===== config.mk =====
export PLATFORM = sky130hd
export DESIGN_NAME = trng_rr_scheduler
export DESIGN_NICKNAME = d
export VERILOG_FILES = /design/src/rtl/trng_rr_scheduler_pkg.sv /design/src/rtl/trng_rr_scheduler_rr_arbiter.sv /design/src/rtl/trng_rr_scheduler.sv
export SDC_FILE = /design/constraint.sdc
export NUM_CORES = 1
export LEC_CHECK = 0
export ABC_AREA = 0
export CAP_MARGIN = 20
export CORE_AREA = 3 3 202 204
export DETAILED_ROUTE_END_ITERATION = 8
export DIE_AREA = 0 0 205 207
export PLACE_DENSITY = 0.65
export SETUP_SLACK_MARGIN = 0.2
export SLEW_MARGIN = 10
export SYNTH_ARGS = -nofsm -noshare
export SYNTH_HDL_FRONTEND = slang
export SYNTH_SLANG_ARGS = --single-unit

===== constraint.sdc =====
create_clock -name clk_i -period 14.3 [get_ports clk_i]
set_input_delay 2.145 -clock clk_i [delete_from_list [all_inputs] [get_ports clk_i]]
set_output_delay 2.145 -clock clk_i [all_outputs]
set_load 0.1 [all_outputs]

===== src/rtl/trng_rr_scheduler_pkg.sv =====
// Shared types and sizing helpers for the TRNG round-robin scheduler.
package trng_rr_scheduler_pkg;

    localparam int unsigned DW_DEF    = 256;
    localparam int unsigned N_REQ_DEF = 4;

    typedef enum logic [1:0] {
        ST_IDLE = 2'd0,
        ST_RUN  = 2'd1,
        ST_HOLD = 2'd2
    } state_e;

    // Width of an index or counter covering n values; never narrower than 1 bit.
    function automatic int unsigned idx_w(input int unsigned n);
        return (n > 1) ? $clog2(n) : 1;
    endfunction

endpackage


===== src/rtl/trng_rr_scheduler_rr_arbiter.sv =====
// Combinational round-robin pick: lowest requester at or above the pointer,
// otherwise lowest requester overall (wrap-around).
module rr_arbiter
    import trng_rr_scheduler_pkg::*;
#(
    parameter int unsigned N_REQ = N_REQ_DEF,
    localparam int unsigned IW   = idx_w(N_REQ)
) (
    input  logic [N_REQ-1:0] req_i,
    input  logic [IW-1:0]    ptr_i,
    output logic             valid_o,
    output logic [N_REQ-1:0] grant_o,
    output logic [IW-1:0]    idx_o
);

    logic [IW-1:0] idx_hi;
    logic [IW-1:0] idx_lo;
    logic          found_hi;

    // Descending scan so the final assignment holds the lowest matching index.
    always_comb begin
        idx_hi   = '0;
        idx_lo   = '0;
        found_hi = 1'b0;
        for (int i = N_REQ - 1; i >= 0; i--) begin
            if (req_i[i]) begin
                idx_lo = IW'(i);
                if (IW'(i) >= ptr_i) begin
                    idx_hi   = IW'(i);
                    found_hi = 1'b1;
                end
            end
        end
    end

    assign valid_o = |req_i;
    assign idx_o   = found_hi ? idx_hi : idx_lo;

    for (genvar gi = 0; gi < N_REQ; gi++) begin : g_grant
        assign grant_o[gi] = valid_o && (idx_o == IW'(gi));
    end

endmodule


===== src/rtl/trng_rr_scheduler.sv =====
// Shares one TRNG among N_REQ requesters: round-robin grant, run strobe,
// single-word capture and one-hot valid/ready hand-off to the winner.
module trng_rr_scheduler
    import trng_rr_scheduler_pkg::*;
#(
    parameter int unsigned N_REQ   = N_REQ_DEF,
    parameter int unsigned DW      = DW_DEF,
    parameter int unsigned TIMEOUT = 1024
) (
    input  logic             clk_i,
    input  logic             rst_n_i,
    input  logic [N_REQ-1:0] req_i,
    output logic [N_REQ-1:0] rsp_vld_o,
    input  logic [N_REQ-1:0] rsp_rdy_i,
    output logic [DW-1:0]    rsp_data_o,
    output logic             trng_run_o,
    input  logic             trng_dvld_i,
    input  logic [DW-1:0]    trng_dout_i,
    output logic             busy_o,
    output logic             err_timeout_o
);

    localparam int unsigned IW = idx_w(N_REQ);
    localparam int unsigned CW = idx_w(TIMEOUT);
    localparam logic [CW-1:0] CNT_LAST = CW'(TIMEOUT - 1);
    localparam logic [IW-1:0] IDX_LAST = IW'(N_REQ - 1);

    // Reset asserts asynchronously and releases two edges later on clk_i.
    logic [1:0] rst_sync_q;
    logic       rst_n;

    always_ff @(posedge clk_i or negedge rst_n_i) begin
        if (!rst_n_i) begin
            rst_sync_q <= 2'b00;
        end else begin
            rst_sync_q <= {rst_sync_q[0], 1'b1};
        end
    end

    assign rst_n = rst_sync_q[1];

    state_e        state_q,  state_d;
    logic [IW-1:0] winner_q, winner_d;
    logic [IW-1:0] ptr_q,    ptr_d;
    logic [DW-1:0] data_q,   data_d;
    logic [CW-1:0] cnt_q,    cnt_d;
    logic          err_q,    err_d;

    logic             arb_valid;
    logic [N_REQ-1:0] arb_grant;
    logic [IW-1:0]    arb_idx;
    logic [IW-1:0]    ptr_next;

    rr_arbiter #(.N_REQ(N_REQ)) u_arb (
        .req_i   (req_i),
        .ptr_i   (ptr_q),
        .valid_o (arb_valid),
        .grant_o (arb_grant),
        .idx_o   (arb_idx)
    );

    assign ptr_next = (winner_q == IDX_LAST) ? '0 : winner_q + IW'(1);

    always_comb begin
        state_d  = state_q;
        winner_d = winner_q;
        ptr_d    = ptr_q;
        data_d   = data_q;
        cnt_d    = cnt_q;
        err_d    = err_q;
        case (state_q)
            ST_IDLE: begin
                if (arb_valid) begin
                    winner_d = arb_idx;
                    cnt_d    = '0;
                    state_d  = ST_RUN;
                end
            end
            ST_RUN: begin
                if (trng_dvld_i) begin
                    data_d  = trng_dout_i;
                    cnt_d   = '0;
                    state_d = ST_HOLD;
                end else if (cnt_q == CNT_LAST) begin
                    // Abandon the grant; the requester gets no word this round.
                    err_d   = 1'b1;
                    cnt_d   = '0;
                    ptr_d   = ptr_next;
                    state_d = ST_IDLE;
                end else begin
                    cnt_d = cnt_q + CW'(1);
                end
            end
            ST_HOLD: begin
                if (rsp_rdy_i[winner_q]) begin
                    data_d  = '0;
                    ptr_d   = ptr_next;
                    state_d = ST_IDLE;
                end
            end
            default: state_d = ST_IDLE;
        endcase
    end

    always_ff @(posedge clk_i or negedge rst_n) begin
        if (!rst_n) begin
            state_q  <= ST_IDLE;
            winner_q <= '0;
            ptr_q    <= '0;
            data_q   <= '0;
            cnt_q    <= '0;
            err_q    <= 1'b0;
        end else begin
            state_q  <= state_d;
            winner_q <= winner_d;
            ptr_q    <= ptr_d;
            data_q   <= data_d;
            cnt_q    <= cnt_d;
            err_q    <= err_d;
        end
    end

    // Outputs decode straight from state so an async reset clears them at once.
    for (genvar gi = 0; gi < N_REQ; gi++) begin : g_vld
        assign rsp_vld_o[gi] = (state_q == ST_HOLD) && (winner_q == IW'(gi));
    end

    assign rsp_data_o    = (state_q == ST_HOLD) ? data_q : '0;
    assign trng_run_o    = (state_q == ST_RUN);
    assign busy_o        = (state_q != ST_IDLE);
    assign err_timeout_o = err_q;

endmodule


[After elaboration in Yosys (flattened, before gate mapping)]
Cells that the tools add are included.
Word-level totals
  output and inout bits: 263
  logic and storage cells: 84
  register bits: 275
  input port bits: 267
Cells by class
  mux-type cells: 41
  reduce and logical (&&, ||, !) cells: 16
  bitwise operators: 1
  $lt $le $gt $ge: 5
  add/subtract/negate cells: 2
  equality and inequality tests: 12
Operator list (count)
  $mux W256: 3
  $pmux W256 S2: 1
  $mux W2: 21
  $mux W10: 3
  $pmux W10 S2: 1
  $add A10 B1 Y10 const B: 1
  $eq A10 B10 Y1 const B: 1
  $mux W1: 9
  $reduce_and A3 Y1: 3
  $eq A2 B2 Y1 const B: 3
  $ne A2 B2 Y1 const B: 3
  $pmux W2 S3: 1
  $reduce_bool A2 Y1: 3
  $eq A2 B1 Y1 const B: 2
  $ge A1 B2 Y1 const A: 2
  $ge A2 B2 Y1 const A: 2
  $logic_and A1 B1 Y1: 4
  $logic_not A2 Y1: 2
  $ne A2 B1 Y1 const B: 2
  $pmux W2 S2: 1
  $reduce_and A2 Y1: 2
  $reduce_and A4 Y1: 1
  $reduce_or A4 Y1: 1
  $lt A2 B3 Y1 const B: 1
  other kinds (4): 4

[Logic depth before layout (Yosys ltp)]
  depth in word-level cells: 10
  depth in mapped cells: 8
  depth with buffers taken out: 5

[Hierarchy]
From an unflattened synthesis, not the netlist that was laid out.
Second synthesis, totals
  cells, all modules: 991
  area, all modules: 11851.4 µm²
By module, submodules not included
  trng_rr_scheduler: area an instance 11621.1 µm², cells an instance 954, times used 1
  rr_arbiter: area an instance 230.2 µm², cells an instance 37, times used 1

[Worst setup path after synthesis]
Ideal clock, no wire load.
  path type: register to output
  start point: register state_q[0]
  end point: output rsp_data_o[165]
  arrival time: 2.143 ns
  data required time: 12.155 ns
  buffers on the path: 3
  cell stages (with the launch flop): 6
  path slack: 10.012 ns
  cell sequence: dfrtp_1 > clkbuf_1 > nor2_1 > clkbuf_1 > clkbuf_1 > and2_1
On the way
  word-level cells in the longest chain between the ends: 2
Ends and longest elaborated chain
  start: declaration: RTL line trng_rr_scheduler.sv:42  | state_e state_q, state_d;
  start signal: assignment: RTL line trng_rr_scheduler.sv:114  | state_q <= state_d;
  $eq A2 B2 Y1: RTL line trng_rr_scheduler.sv:128  | assign rsp_data_o = (state_q == ST_HOLD) ? data_q : '0;
  $mux W256: RTL line trng_rr_scheduler.sv:128
  end: declaration: RTL line trng_rr_scheduler.sv:15  | output logic [DW-1:0] rsp_data_o,
No other way between the ends.

[Worst setup path in the final report]
  start point: register state_q[1]
  end point: output rsp_data_o[106]
Same word-level chain as after synthesis.

==> impl_metrics.json <==
{
  "run_status": "finished clean",
  "drt_iter0_markers": 562,
  "syn_area_per_cell_um2": 8.565,
  "finClkSkew_ps": 11.75,
  "worst_slew_pin_slew_ps": 1187,
  "fmax_ghz": 0.1612,
  "synth_area_um2": 12900,
  "critPathBufInv": 4,
  "path_clk_slew_ps": 70,
  "startpoint_type": "flip-flop",
  "ys_ff_latch": 275,
  "setup_tns_ps": 0,
  "endpoint_kind": "output pin",
  "syn2layout_area_growth_pct": 50.58,
  "ys_async_sr_fraction": 1.000,
  "portBuffers": 529,
  "wire_per_inst_um": 16.57,
  "drive_gt1_frac": 0.03681,
  "post_cts_resize_count": 0,
  "grt_use_total": 0.1889,
  "synth-main-ff-cell": "dfrtp_1",
  "crit_path_cell_trace": "inv_1 > nor2_4 > buf_4 > buf_4 > and2_1 > clkdlybuf4s50_1",
  "power_frac_clock": 0.186,
  "path_delay_family": "buffers and inverters",
  "finalInstanceArea_um2": 19420,
  "rsz0062_at_grt": "no",
  "syn_nets": 1778,
  "synth_warnings": 0,
  "pwr-share-seq": 0.314,
  "first_pass_iters": 5,
  "finalSetupViolCount": 0,
  "yosysSeqAreaShare": 0.5335,
  "grt_pass1_vias": 11439,
  "period_share": 0.4339,
  "place_congestion": 0.8130,
  "cts_root_buf": "clkbuf_16",
  "cts.sinks": 275,
  "slew_viol_final": 0,
  "chipHeight_um": 207,
  "fillers": 3813,
  "rows": 73,
  "dpl-instance-area_um2": 18390,
  "cp.required_ps": 12150,
  "fp.coreArea_um2": 39460,
  "combPwrFrac": 0.500,
  "ant_nets": 0,
  "drt_wl_total_mm": 41.62,
  "power_w": 0.004239,
  "intPower_w": 0.002159,
  "drc": 0,
  "antenna_found_initial": 8,
  "numCtsBuffers": 31,
  "maxCapViolations": 0,
  "slew_headroom": 0.2088,
  "grt_pass1_wl_mm": 64.58,
  "via_count": 11371,
  "start_util": 0.3269,
  "powerDensity_nw_per_um2": 218.2,
  "critPathMaxStageDelay_ps": 1140,
  "ir_drop_mv": 0.1372,
  "leakagePower_nw": 8.790,
  "die_w_um": 205,
  "crit_arrival_ps": 4060,
  "fin_crit_ps": 6204,
  "crit_top_cell": "buf_4",
  "synth_edf_count": 0,
  "cts_tree": "yes",
  "multi_input_area_um2": 5441,
  "grt_overflow": 0,
  "fin_nets": 2236,
  "ioPinCount": 530,
  "post_cts_buffers": 0,
  "htree_levels": 1,
  "hold_class": "flip-flop to flip-flop",
  "die_area_um2": 42440,
  "critical_path_class": "flip-flop to output pin",
  "crit_fanout": 96,
  "hold_buffers": 0,
  "ff_latch_area_um2": 6885,
  "switching_power_w": 0.002080,
  "grt_max_degree": 247,
  "swShare": 0.4906,
  "crit_path_top_delay_cell": "clkdlybuf4s50_1",
  "via_per_inst": 4.527,
  "synthCells": 1506,
  "finalHoldViolCount": 0,
  "synth.distinct_cells": 45,
  "clockBufferDepth": 3,
  "insertion_delay_ps": 560,
  "dpl.hpwl_mm": 29.47
}
## cell usage after synthesis (5+ instances only)
cell / instances / area share
a21oi_1: 6 / 0.0023
o21ai_0: 104 / 0.040
buf_4: 10 / 0.0058
clkbuf_1: 75 / 0.022
dfrtp_1: 275 / 0.53
and2_1: 260 / 0.13
buf_1: 8 / 0.0023
nand2_1: 521 / 0.15
buf_2: 9 / 0.0035
nor2_1: 6 / 0.0017
o21ai_1: 160 / 0.062
buf_6: 11 / 0.0096
ha_1: 5 / 0.0049
## kinds of logic after synthesis
family / share of synthesized area
and+or+nand+nor: 0.2929
other: 0.0002907
xor gates and xnor gates: 0.002037
muxes: 0.004559
adders and majority gates: 0.004850
DFF: 0.5335
buffers and inverters: 0.04578
AOI/OAI and AO/OA: 0.1161
## placed cells by master, fill, tap and decap left out, drive strengths merged, types with 4 or more instances in the layout
cell type,Yosys,layout
clkdlybuf4s50,0,529
buf,39,11
mux2,4,4
ha,5,5
dfrtp,275,275
o21ai,264,264
nand2,521,521
clkbuf,76,35
a21oi,6,6
nor2,6,6
and2,260,260
inv,4,4
clkinv,0,10
diode,0,4
clkinvlp,0,4
## sequential cells by signal (all words and copies together) (netlist names)
register and flops:
cnt_q 10, data_q 256, err_timeout_o 1, ptr_q 2
rst_sync_q 2, state_q 2, winner_q 2
## power groups by stage
| stage | Combinational, W | Sequential (W) | Clock, W |
|---|---|---|---|
| 6_report | 0.00212 | 0.00133 | 0.000790 |
| 5_1_grt | 0.00230 | 0.00138 | 0.000844 |
| 4_1_cts | 0.00214 | 0.00134 | 0.000815 |
| 3_5_place_dp | 0.00214 | 0.00135 | 0 |
| 3_3_place_gp | 0.00210 | 0.00134 | 0 |
| 2_1_floorplan | 0.00170 | 0.00126 | 0 |
## worst reg2reg max path: cells and delay by family, from the launching register on
| kind | cells | cell delay, ps |
|---|---|---|
| AO/OA/AOI/OAI | 2 | 1540 |
| buffers and inverters | 1 | 570 |
| flip-flops | 1 | 490 |
| multiplexers | 1 | 420 |
## path summary, 6_finish.rpt
check | startpoint | to | slack [ps] | cells past startpoint
hold / removal | rst_sync_q[0]$_DFF_PN0_ | rst_sync_q[1]$_DFF_PN0_ | 370 | 0
max in group asynchronous | rst_sync_q[1]$_DFF_PN0_ | cnt_q[3]$_DFFE_PN0P_ | 11550 | 2
setup reg to reg | winner_q[0]$_DFFE_PN0P_ | data_q[208]$_DFFE_PN0P_ | 11120 | 4
min in group asynchronous | rst_sync_q[1]$_DFF_PN0_ | data_q[47]$_DFFE_PN0P_ | 400 | 0
hold reg to reg | rst_sync_q[0]$_DFF_PN0_ | rst_sync_q[1]$_DFF_PN0_ | 370 | 0
setup / recovery | state_q[1]$_DFFE_PN0P_ | rsp_data_o[106] | 8100 | 6
## stage by stage
step,instances,setup WS (ps),util,hold WS [ps]
floorplan,1506,6069,-,331.2
global placement,2455,8795,0.4662,339.7
detailed placement,2455,8669,0.4662,344.2
CTS,2507,8059,0.4915,369.0
global route,2511,7834,0.4922,377.0
finish,2512,8096,0.4922,365.1
## final cells by class
type | instances | share of cell area
Inverter | 4 | 0.0007730
Clock inverter | 17 | 0.009148
Sequential cell | 275 | 0.3545
Timing Repair Buffer | 540 | 0.2788
Multi-Input combinational cell | 1112 | 0.2802
Antenna cell | 4 | 0.0005154
Tap cell | 525 | 0.03382
Clock buffer | 35 | 0.04226
## layer usage
layer / track usage / wire (um)
met5: 0 / 65
met2: 0.3133 / 19410
met4: 0.05515 / 1033
met1: 0.2282 / 16730
met3: 0.07276 / 4377
Note: power is estimated with default switching activity, not from simulation.
